`config.mk`:
```
export PLATFORM = sky130hd
export DESIGN_NAME = sys_controller_flat
export DESIGN_NICKNAME = d
export VERILOG_FILES = /design/src/rtl/sys_controller_if.sv /design/src/rtl/sys_controller.sv /design/src/flat_wrapper.sv
export SDC_FILE = /design/constraint.sdc
export NUM_CORES = 1
export LEC_CHECK = 0
export CAP_MARGIN = 0
export CORE_UTILIZATION = 43
export DETAILED_ROUTE_END_ITERATION = 12
export PLACE_DENSITY = 0.86
export SYNTH_ARGS = -nofsm -noshare
export SYNTH_HDL_FRONTEND = slang
export SYNTH_SLANG_ARGS = --single-unit
export TNS_END_PERCENT = 10
```
`constraint.sdc`:
```
create_clock -name clk -period 2.3 [get_ports clk]
set_input_delay 0.345 -clock clk [delete_from_list [all_inputs] [get_ports clk]]
set_output_delay 0.345 -clock clk [all_outputs]
set_load 0.02 [all_outputs]
```
`src/rtl/sys_controller_if.sv`:
```
// Valid/ready byte-word port pair between the system-call controller and its I/O peer.
// The controller owns the master view; the peer (device model or bench) owns the slave view.
interface sys_controller_if;
  logic        in_valid;
  logic [15:0] in_data;
  logic        in_ready;
  logic        out_valid;
  logic [15:0] out_data;
  logic        out_ready;

  modport master (
    input  in_valid, in_data, out_ready,
    output in_ready, out_valid, out_data
  );

  modport slave (
    output in_valid, in_data, out_ready,
    input  in_ready, out_valid, out_data
  );
endinterface

```
`src/rtl/sys_controller.sv`:
```
// System-call controller: stalls the CPU on a syscall, services output/input
// transfers over the I/O port, writes input words back into r3, then resumes.
module sys_controller (
  input  logic                  clk,
  input  logic                  clear,
  input  logic                  sys_signal,
  input  logic [47:0]           sysregs,
  sys_controller_if.master      io,
  output logic                  cpu_clk_en,
  output logic                  cpu_clear,
  output logic                  load_signal,
  output logic [15:0]           load_data,
  output logic                  halted,
  output logic                  err,
  output logic [15:0]           sys_count
);

  localparam logic [2:0] ST_BOOT     = 3'd0;
  localparam logic [2:0] ST_RUN      = 3'd1;
  localparam logic [2:0] ST_DECODE   = 3'd2;
  localparam logic [2:0] ST_OUT_WAIT = 3'd3;
  localparam logic [2:0] ST_IN_WAIT  = 3'd4;
  localparam logic [2:0] ST_LOAD     = 3'd5;
  localparam logic [2:0] ST_RESUME   = 3'd6;
  localparam logic [2:0] ST_HALT     = 3'd7;

  logic [2:0]  state_reg, state_next;
  logic        boot_cnt_reg;
  logic [15:0] code_reg;
  logic [15:0] arg_reg;
  logic [15:0] in_word_reg;
  logic        err_reg;
  logic [15:0] count_reg;

  // r3 is only ever written by the controller, never read.
  logic unused_r3;
  assign unused_r3 = ^sysregs[47:32];

  always_comb begin
    state_next = state_reg;
    case (state_reg)
      ST_BOOT:     if (boot_cnt_reg) state_next = ST_RUN;
      ST_RUN:      if (sys_signal) state_next = ST_DECODE;
      ST_DECODE: begin
        case (code_reg)
          16'd0:   state_next = ST_HALT;
          16'd1:   state_next = ST_OUT_WAIT;
          16'd2:   state_next = ST_IN_WAIT;
          16'd3:   state_next = ST_OUT_WAIT;
          default: state_next = ST_RESUME;
        endcase
      end
      ST_OUT_WAIT: if (io.out_ready) state_next = (code_reg == 16'd3) ? ST_IN_WAIT : ST_RESUME;
      ST_IN_WAIT:  if (io.in_valid) state_next = ST_LOAD;
      ST_LOAD:     state_next = ST_RESUME;
      ST_RESUME:   state_next = ST_RUN;
      ST_HALT:     state_next = ST_HALT;
      default:     state_next = ST_BOOT;
    endcase
  end

  always_ff @(posedge clk) begin
    if (clear) begin
      state_reg    <= ST_BOOT;
      boot_cnt_reg <= 1'b0;
      code_reg     <= '0;
      arg_reg      <= '0;
      in_word_reg  <= '0;
      err_reg      <= 1'b0;
      count_reg    <= '0;
    end else begin
      state_reg <= state_next;
      if (state_reg == ST_BOOT) boot_cnt_reg <= 1'b1;
      if (state_reg == ST_RUN && sys_signal) begin
        code_reg <= sysregs[15:0];
        arg_reg  <= sysregs[31:16];
      end
      if (state_reg == ST_IN_WAIT && io.in_valid) in_word_reg <= io.in_data;
      if (state_reg == ST_DECODE && code_reg > 16'd3) err_reg <= 1'b1;
      // Count on entry so HALT (which never leaves) is counted exactly once.
      if ((state_next == ST_RESUME || state_next == ST_HALT) && state_next != state_reg)
        count_reg <= count_reg + 16'd1;
    end
  end

  // Every output is a decode of registered state; nothing combinational from inputs.
  always_comb begin
    cpu_clear    = (state_reg == ST_BOOT);
    cpu_clk_en   = (state_reg == ST_BOOT) || (state_reg == ST_RUN) || (state_reg == ST_RESUME);
    load_signal  = (state_reg == ST_LOAD);
    io.in_ready  = (state_reg == ST_IN_WAIT);
    io.out_valid = (state_reg == ST_OUT_WAIT);
    halted       = (state_reg == ST_HALT);
    err          = err_reg;
    sys_count    = count_reg;
  end

  genvar gi;
  generate
    for (gi = 0; gi < 16; gi++) begin : g_data_gate
      assign io.out_data[gi] = io.out_valid & arg_reg[gi];
      assign load_data[gi]   = load_signal & in_word_reg[gi];
    end
  endgenerate

endmodule

```
`src/flat_wrapper.sv`:
```
// flat-port wrapper written by rule: the top's interface ports become plain ports
module sys_controller_flat 
  (clk, clear, sys_signal, sysregs, cpu_clk_en, cpu_clear, load_signal, load_data, halted, err, sys_count, io_in_valid, io_in_data, io_out_ready, io_in_ready, io_out_valid, io_out_data);
  sys_controller_if io_i ();
  input  logic clk;
  input  logic clear;
  input  logic sys_signal;
  input  logic [47:0] sysregs;
  output logic cpu_clk_en;
  output logic cpu_clear;
  output logic load_signal;
  output logic [15:0] load_data;
  output logic halted;
  output logic err;
  output logic [15:0] sys_count;
  input wire logic [$bits(io_i.in_valid)-1:0] io_in_valid;
  input wire logic [$bits(io_i.in_data)-1:0] io_in_data;
  input wire logic [$bits(io_i.out_ready)-1:0] io_out_ready;
  output wire logic [$bits(io_i.in_ready)-1:0] io_in_ready;
  output wire logic [$bits(io_i.out_valid)-1:0] io_out_valid;
  output wire logic [$bits(io_i.out_data)-1:0] io_out_data;
  assign io_i.in_valid = io_in_valid;
  assign io_i.in_data = io_in_data;
  assign io_i.out_ready = io_out_ready;
  assign io_in_ready = io_i.in_ready;
  assign io_out_valid = io_i.out_valid;
  assign io_out_data = io_i.out_data;
  sys_controller u_core (.clk(clk), .clear(clear), .sys_signal(sys_signal), .sysregs(sysregs), .io(io_i), .cpu_clk_en(cpu_clk_en), .cpu_clear(cpu_clear), .load_signal(load_signal), .load_data(load_data), .halted(halted), .err(err), .sys_count(sys_count));
endmodule
```
=== Yosys cells after proc, flatten, opt, wreduce, memory -nomap -nowiden ===
Index checks and enable logic that the tools add are counted.

* Logic and storage cells: 71
* Bits of input ports: 69
* Output and inout bits: 55
* Bits in registers: 69

* Reductions and logical operators: 10
* Add/subtract/negate cells: 1
* Bitwise operators: 32
* Equality and inequality tests: 13
* Magnitude comparators: 1
* Muxes and demuxes: 7

{| class="wikitable"
|+ Operators by type and width
! kind !! number
|-
| $and A1 B1 Y1 || 32
|-
| $eq A16 B2 Y1 const B || 2
|-
| $pmux W3 S8 || 1
|-
| $eq A3 B3 Y1 const B || 6
|-
| $add A16 B1 Y16 const B || 1
|-
| $eq A16 B1 Y1 const B || 1
|-
| $gt A16 B2 Y1 const B || 1
|-
| $logic_not A16 Y1 || 1
|-
| $mux W3 || 4
|-
| $pmux W3 S3 || 1
|-
| $eq A3 B2 Y1 const B || 2
|-
| $logic_and A1 B1 Y1 || 4
|-
| $eq A3 B1 Y1 const B || 1
|-
| $logic_not A3 Y1 || 1
|-
| $logic_or A1 B1 Y1 || 3
|-
| $ne A3 B3 Y1 || 1
|-
| $mux W2 || 1
|-
| $reduce_or A2 Y1 || 1
|}

=== Depth between registers and ports, before layout ===
Gate-level depths: netlist of run 1.

* Depth in word-level cells: 7
* Gate-level depth with buffers: 9
* Depth with buffers taken out: 6

=== Worst setup path before layout of run 1 ===
Ideal clock, no wire load.

* Path type: flip-flop to flip-flop
* Start point: register u_core.state_reg[2]
* End point: register u_core.in_word_reg[0]
* Cell stages (with the launch flop): 8
* Setup slack: 37 ps
* Arrival: 2192 ps
* Data required time: 2229 ps
* Path through: dfxtp_1 -> clkbuf_1 -> nor3b_1 -> and2_1 -> clkbuf_1 -> clkbuf_1 -> nand2_1 -> a21oi_1

* Word-level cells in the longest chain between the ends: 2

{| class="wikitable"
|+ Ends and longest elaborated chain
! item !! line !! RTL
|-
| from (decl) || sys_controller.sv:27 || <nowiki>logic [2:0] state_reg, state_next;</nowiki>
|-
| from (signal assigned) || sys_controller.sv:72 || <nowiki>state_reg <= state_next;</nowiki>
|-
| $eq A3 B3 Y1 || n/a ||
|-
| via io_in_ready || flat_wrapper.sv:19 || <nowiki>output wire logic [$bits(io_i.in_ready)-1:0] io_in_ready;</nowiki>
|-
| $logic_and A1 B1 Y1 || sys_controller.sv:78 || <nowiki>if (state_reg == ST_IN_WAIT && io.in_valid) in_word_reg <= io.in_data;</nowiki>
|-
| to (signal assigned) || sys_controller.sv:78 ||
|-
| to (decl) || sys_controller.sv:31 || <nowiki>logic [15:0] in_word_reg;</nowiki>
|}

The timed path passes the listed nets, and every way through them passes these cells.
A chain may end at the register's enable or synchronous reset.

=== Worst setup path in the final report of run 1 ===
* Start point: register u_core.state_reg[0]
* End point: output port load_signal

* Word-level cells in the longest chain between the ends: 1

{| class="wikitable"
|+ Ends and longest elaborated chain
! item !! line !! RTL
|-
| $eq A3 B3 Y1 || sys_controller.sv:90 || <nowiki>load_signal = (state_reg == ST_LOAD);</nowiki>
|-
| to (decl) || flat_wrapper.sv:11 || <nowiki>output logic load_signal;</nowiki>
|}

Every way passes these cells.

==> results of run 1 <==
-- path summary, 6_finish.rpt --
kind / endpoint / slack, ns / cells after the start
worst max-delay path: load_signal / 0.09 / 3
worst min-delay path: u_core.sys_count[1]$_SDFFE_PP0P_ / 0.44 / 2
worst max register to register: u_core.sys_count[14]$_SDFFE_PP0P_ / 0.14 / 7
worst min register to register: u_core.in_word_reg[4]$_SDFFE_PP0P_ / 0.45 / 2
-- layer usage --
layer | track usage (%) | share of wire (%)
met5 | 0 | 0
met4 | 9.091 | 1.6
met3 | 7.101 | 7.0
met2 | 36.73 | 50
met1 | 23.84 | 42
-- cell type report --
cell class                      count  area (sq um)  share of cell area (%)
Multi-Input combinational cell    283          1491                   34.80
Tap cell                           77         96.34                   2.248
Clock buffer                       10         137.6                   3.212
Inverter                            6         22.52                  0.5255
Timing Repair Buffer              116          1117                   26.07
Clock inverter                      6         38.79                  0.9051
Sequential cell                    69          1381                   32.23
-- cell families after synthesis --
family | synth area share, %
and+or+nand+nor | 31.53
DFF | 46.54
buffers and inverters | 4.173
adders and majority gates | 0.4215
AOI/OAI and AO/OA | 16.31
xor gates and xnor gates | 0.2952
muxes | 0.7167
-- power by group --
group / switching, W / total [W] / internal (W) / leakage (nW)
sequential: 0.000111 / 0.00146 / 0.00135 / 0.559
combinational: 0.000647 / 0.00114 / 0.000497 / 1.01
clock: 0.000454 / 0.000870 / 0.000416 / 0.0880
-- cells in the mapped netlist (2+ instances only) --
library cell  instances
nand4_1               4
a21oi_1              65
buf_2                 3
clkbuf_1             23
and2_1               35
a21o_1                2
o21ai_0               5
nor2_1               12
nor4_1                3
inv_1                 5
nand2_1             102
nand3_1               8
nor3b_1               2
and3_1                5
dfxtp_1              69
or4_1                 8
nor2b_1               4
or3_1                 5
o31ai_1               9
a221oi_1              2
-- metrics by stage --
step / worst slack [ns] / utilization, % / TNS [ns] / cell area (sq um) / std cells
2_1_floorplan: 0.03705 / - / 0 / 2968 / 384
3_3_place_gp: 0.07920 / 63.46 / 0 / 4121 / 551
3_5_place_dp: 0.02806 / 63.46 / 0 / 4121 / 551
4_1_cts: 0.005649 / 65.59 / 0 / 4260 / 567
5_1_grt: -0.01080 / 65.98 / -0.01080 / 4285 / 567
6_report: 0.09206 / 65.98 / 0 / 4285 / 567
-- timing repair --
item	CTS	global route
cloned	0	0
hold buffers	0	0
gates resized for setup	36	5
endpoints found under the setup margin	35	16
==> flow_summary_export.csv, run 1 <==
group,metric,value,unit
synth,yosysSeqAreaShare,46.54,%
grt,grt_pass1_wl,12160,um
route,totalWireLength,7524,um
worst_setup_path,r2r_start,"u_core.state_reg[2]$_SDFF_PP0_",
worst_setup_path,critical-path-top-delay-family,"buffers and inverters",
timing,setup_violations,0,
route,dr.pass1.iters,4,
power_and_ir_drop,power_leakage,1.655,nW
synth,netlist-cell-type-count,33,
worst_setup_path,critPathMaxStageDelay,0.63,ns
route,num_vias,2953,
clock_tree,cts_tree,"built",
synth,synth.avg_cell_area,7.729,sq um
floorplanning,fp.dieArea,7239,sq um
grt,grt_overflow_total,0,
grt,antenna_found_initial,0,
worst_setup_path,required,1.96,ns
synth,synth.area.top_cells,"dfxtp_1 (47%), nand2_1 (13%), a21oi_1 (11%)",
final_layout,nets,555,
timing,tightest_slew,0.5499,ns
route,routedWlPerCell,13.27,um
floorplanning,core,6495,sq um
run,maxCapViolCount,0,
synth,synth_seq_cells,69,
worst_setup_path,crit_fanout,17,
placement,port_buffers,107,
clock_tree,cts-buffers-inserted,9,
clock_tree,cts-root-buf,"clkbuf_8",
synth,async_flop_share,0,%
synth,postSynthCellCount,384,
floorplanning,fp.dieW,85.08,um
worst_setup_path,critPathSlowestCell,"clkdlybuf4s50_1",
timing,max_freq,452.9,MHz
final_layout,area_delta_synth_final,44.39,%
route,ant_nets,0,
power_and_ir_drop,fin_total_pwr,0.003475,W
worst_setup_path,arrival,1.86,ns
floorplanning,rows,29,
grt,grt_usage,21.22,%
worst_setup_path,critPathLaunch,"u_core.state_reg[0]$_SDFF_PP0_",
floorplanning,die_h,85.08,um
placement,dp_hpwl,5103,um
floorplanning,initial_core_util,45.69,%
worst_setup_path,start_kind,"register",
clock_tree,path_clk_slew,0.07,ns
timing,post-route-period-util,96.00,%
route,drtIter0Drc,72,
timing,whs,0.4398,ns
synth,synth_warnings,0,
timing,relSlewSlack,63.34,%
synth,synth-main-ff-cell,"dfxtp_1",
synth,syn_nets,454,
timing,rsz0062_at_grt,"true",
worst_setup_path,critPathBufInv,2,
grt,grt_pass1_vias,2756,
outcome,status,"complete, no violations",
worst_setup_path,cp-end-kind,"primary output",
route,drc,0,
final_layout,final_cell_mix,"nand2_1 (102), clkdlybuf4s50_1 (72), dfxtp_1 (69)",
hold_path,hold_class,"in -> reg",
synth,yosysTopAreaCellShare,46.54,%
synth,synth_edf_count,0,
hold_path,worstHoldStart,"clear",
timing,slew_viol_final,0,
clock_tree,post_cts_buffers,0,
clock_tree,clockBufferDepth,2,
final_layout,antenna_cells,0,
worst_setup_path,crit_type,"reg -> out",
synth,synth_top_cell_by_area,"dfxtp_1",
placement,gp_congestion,0.7741,
timing,fin_worst_skew,0.009733,ns
synth,syn_area,2968,sq um
timing,hold_violations,0,
final_layout,final_common_cell,"nand2_1",
final_layout,drive_gt1_share,7.347,%
clock_tree,htree_levels,3,
power_and_ir_drop,pwr_density_cell,811.0,nW/um^2
floorplanning,pin_count,124,
power_and_ir_drop,ir_drop,0.0004999,V
route,post_drt_via_cell_ratio,5.208,
clock_tree,insertion_delay,0.35,ns
worst_setup_path,crit_chain,"buf_4 -> and3_4 -> clkdlybuf4s50_1",
timing,min_period,2.208,ns
clock_tree,clkSinkCount,69,
grt,grt_max_degree,48,
final_layout,fillers,571,
Power figures use the tool's default switching activity.
==> run 2, diff against run 1 <==
SLEW_MARGIN = 20   (was unset)
==> results of run 2 <==
No change in the layout: final DEF, timing and power equal those of run 1.
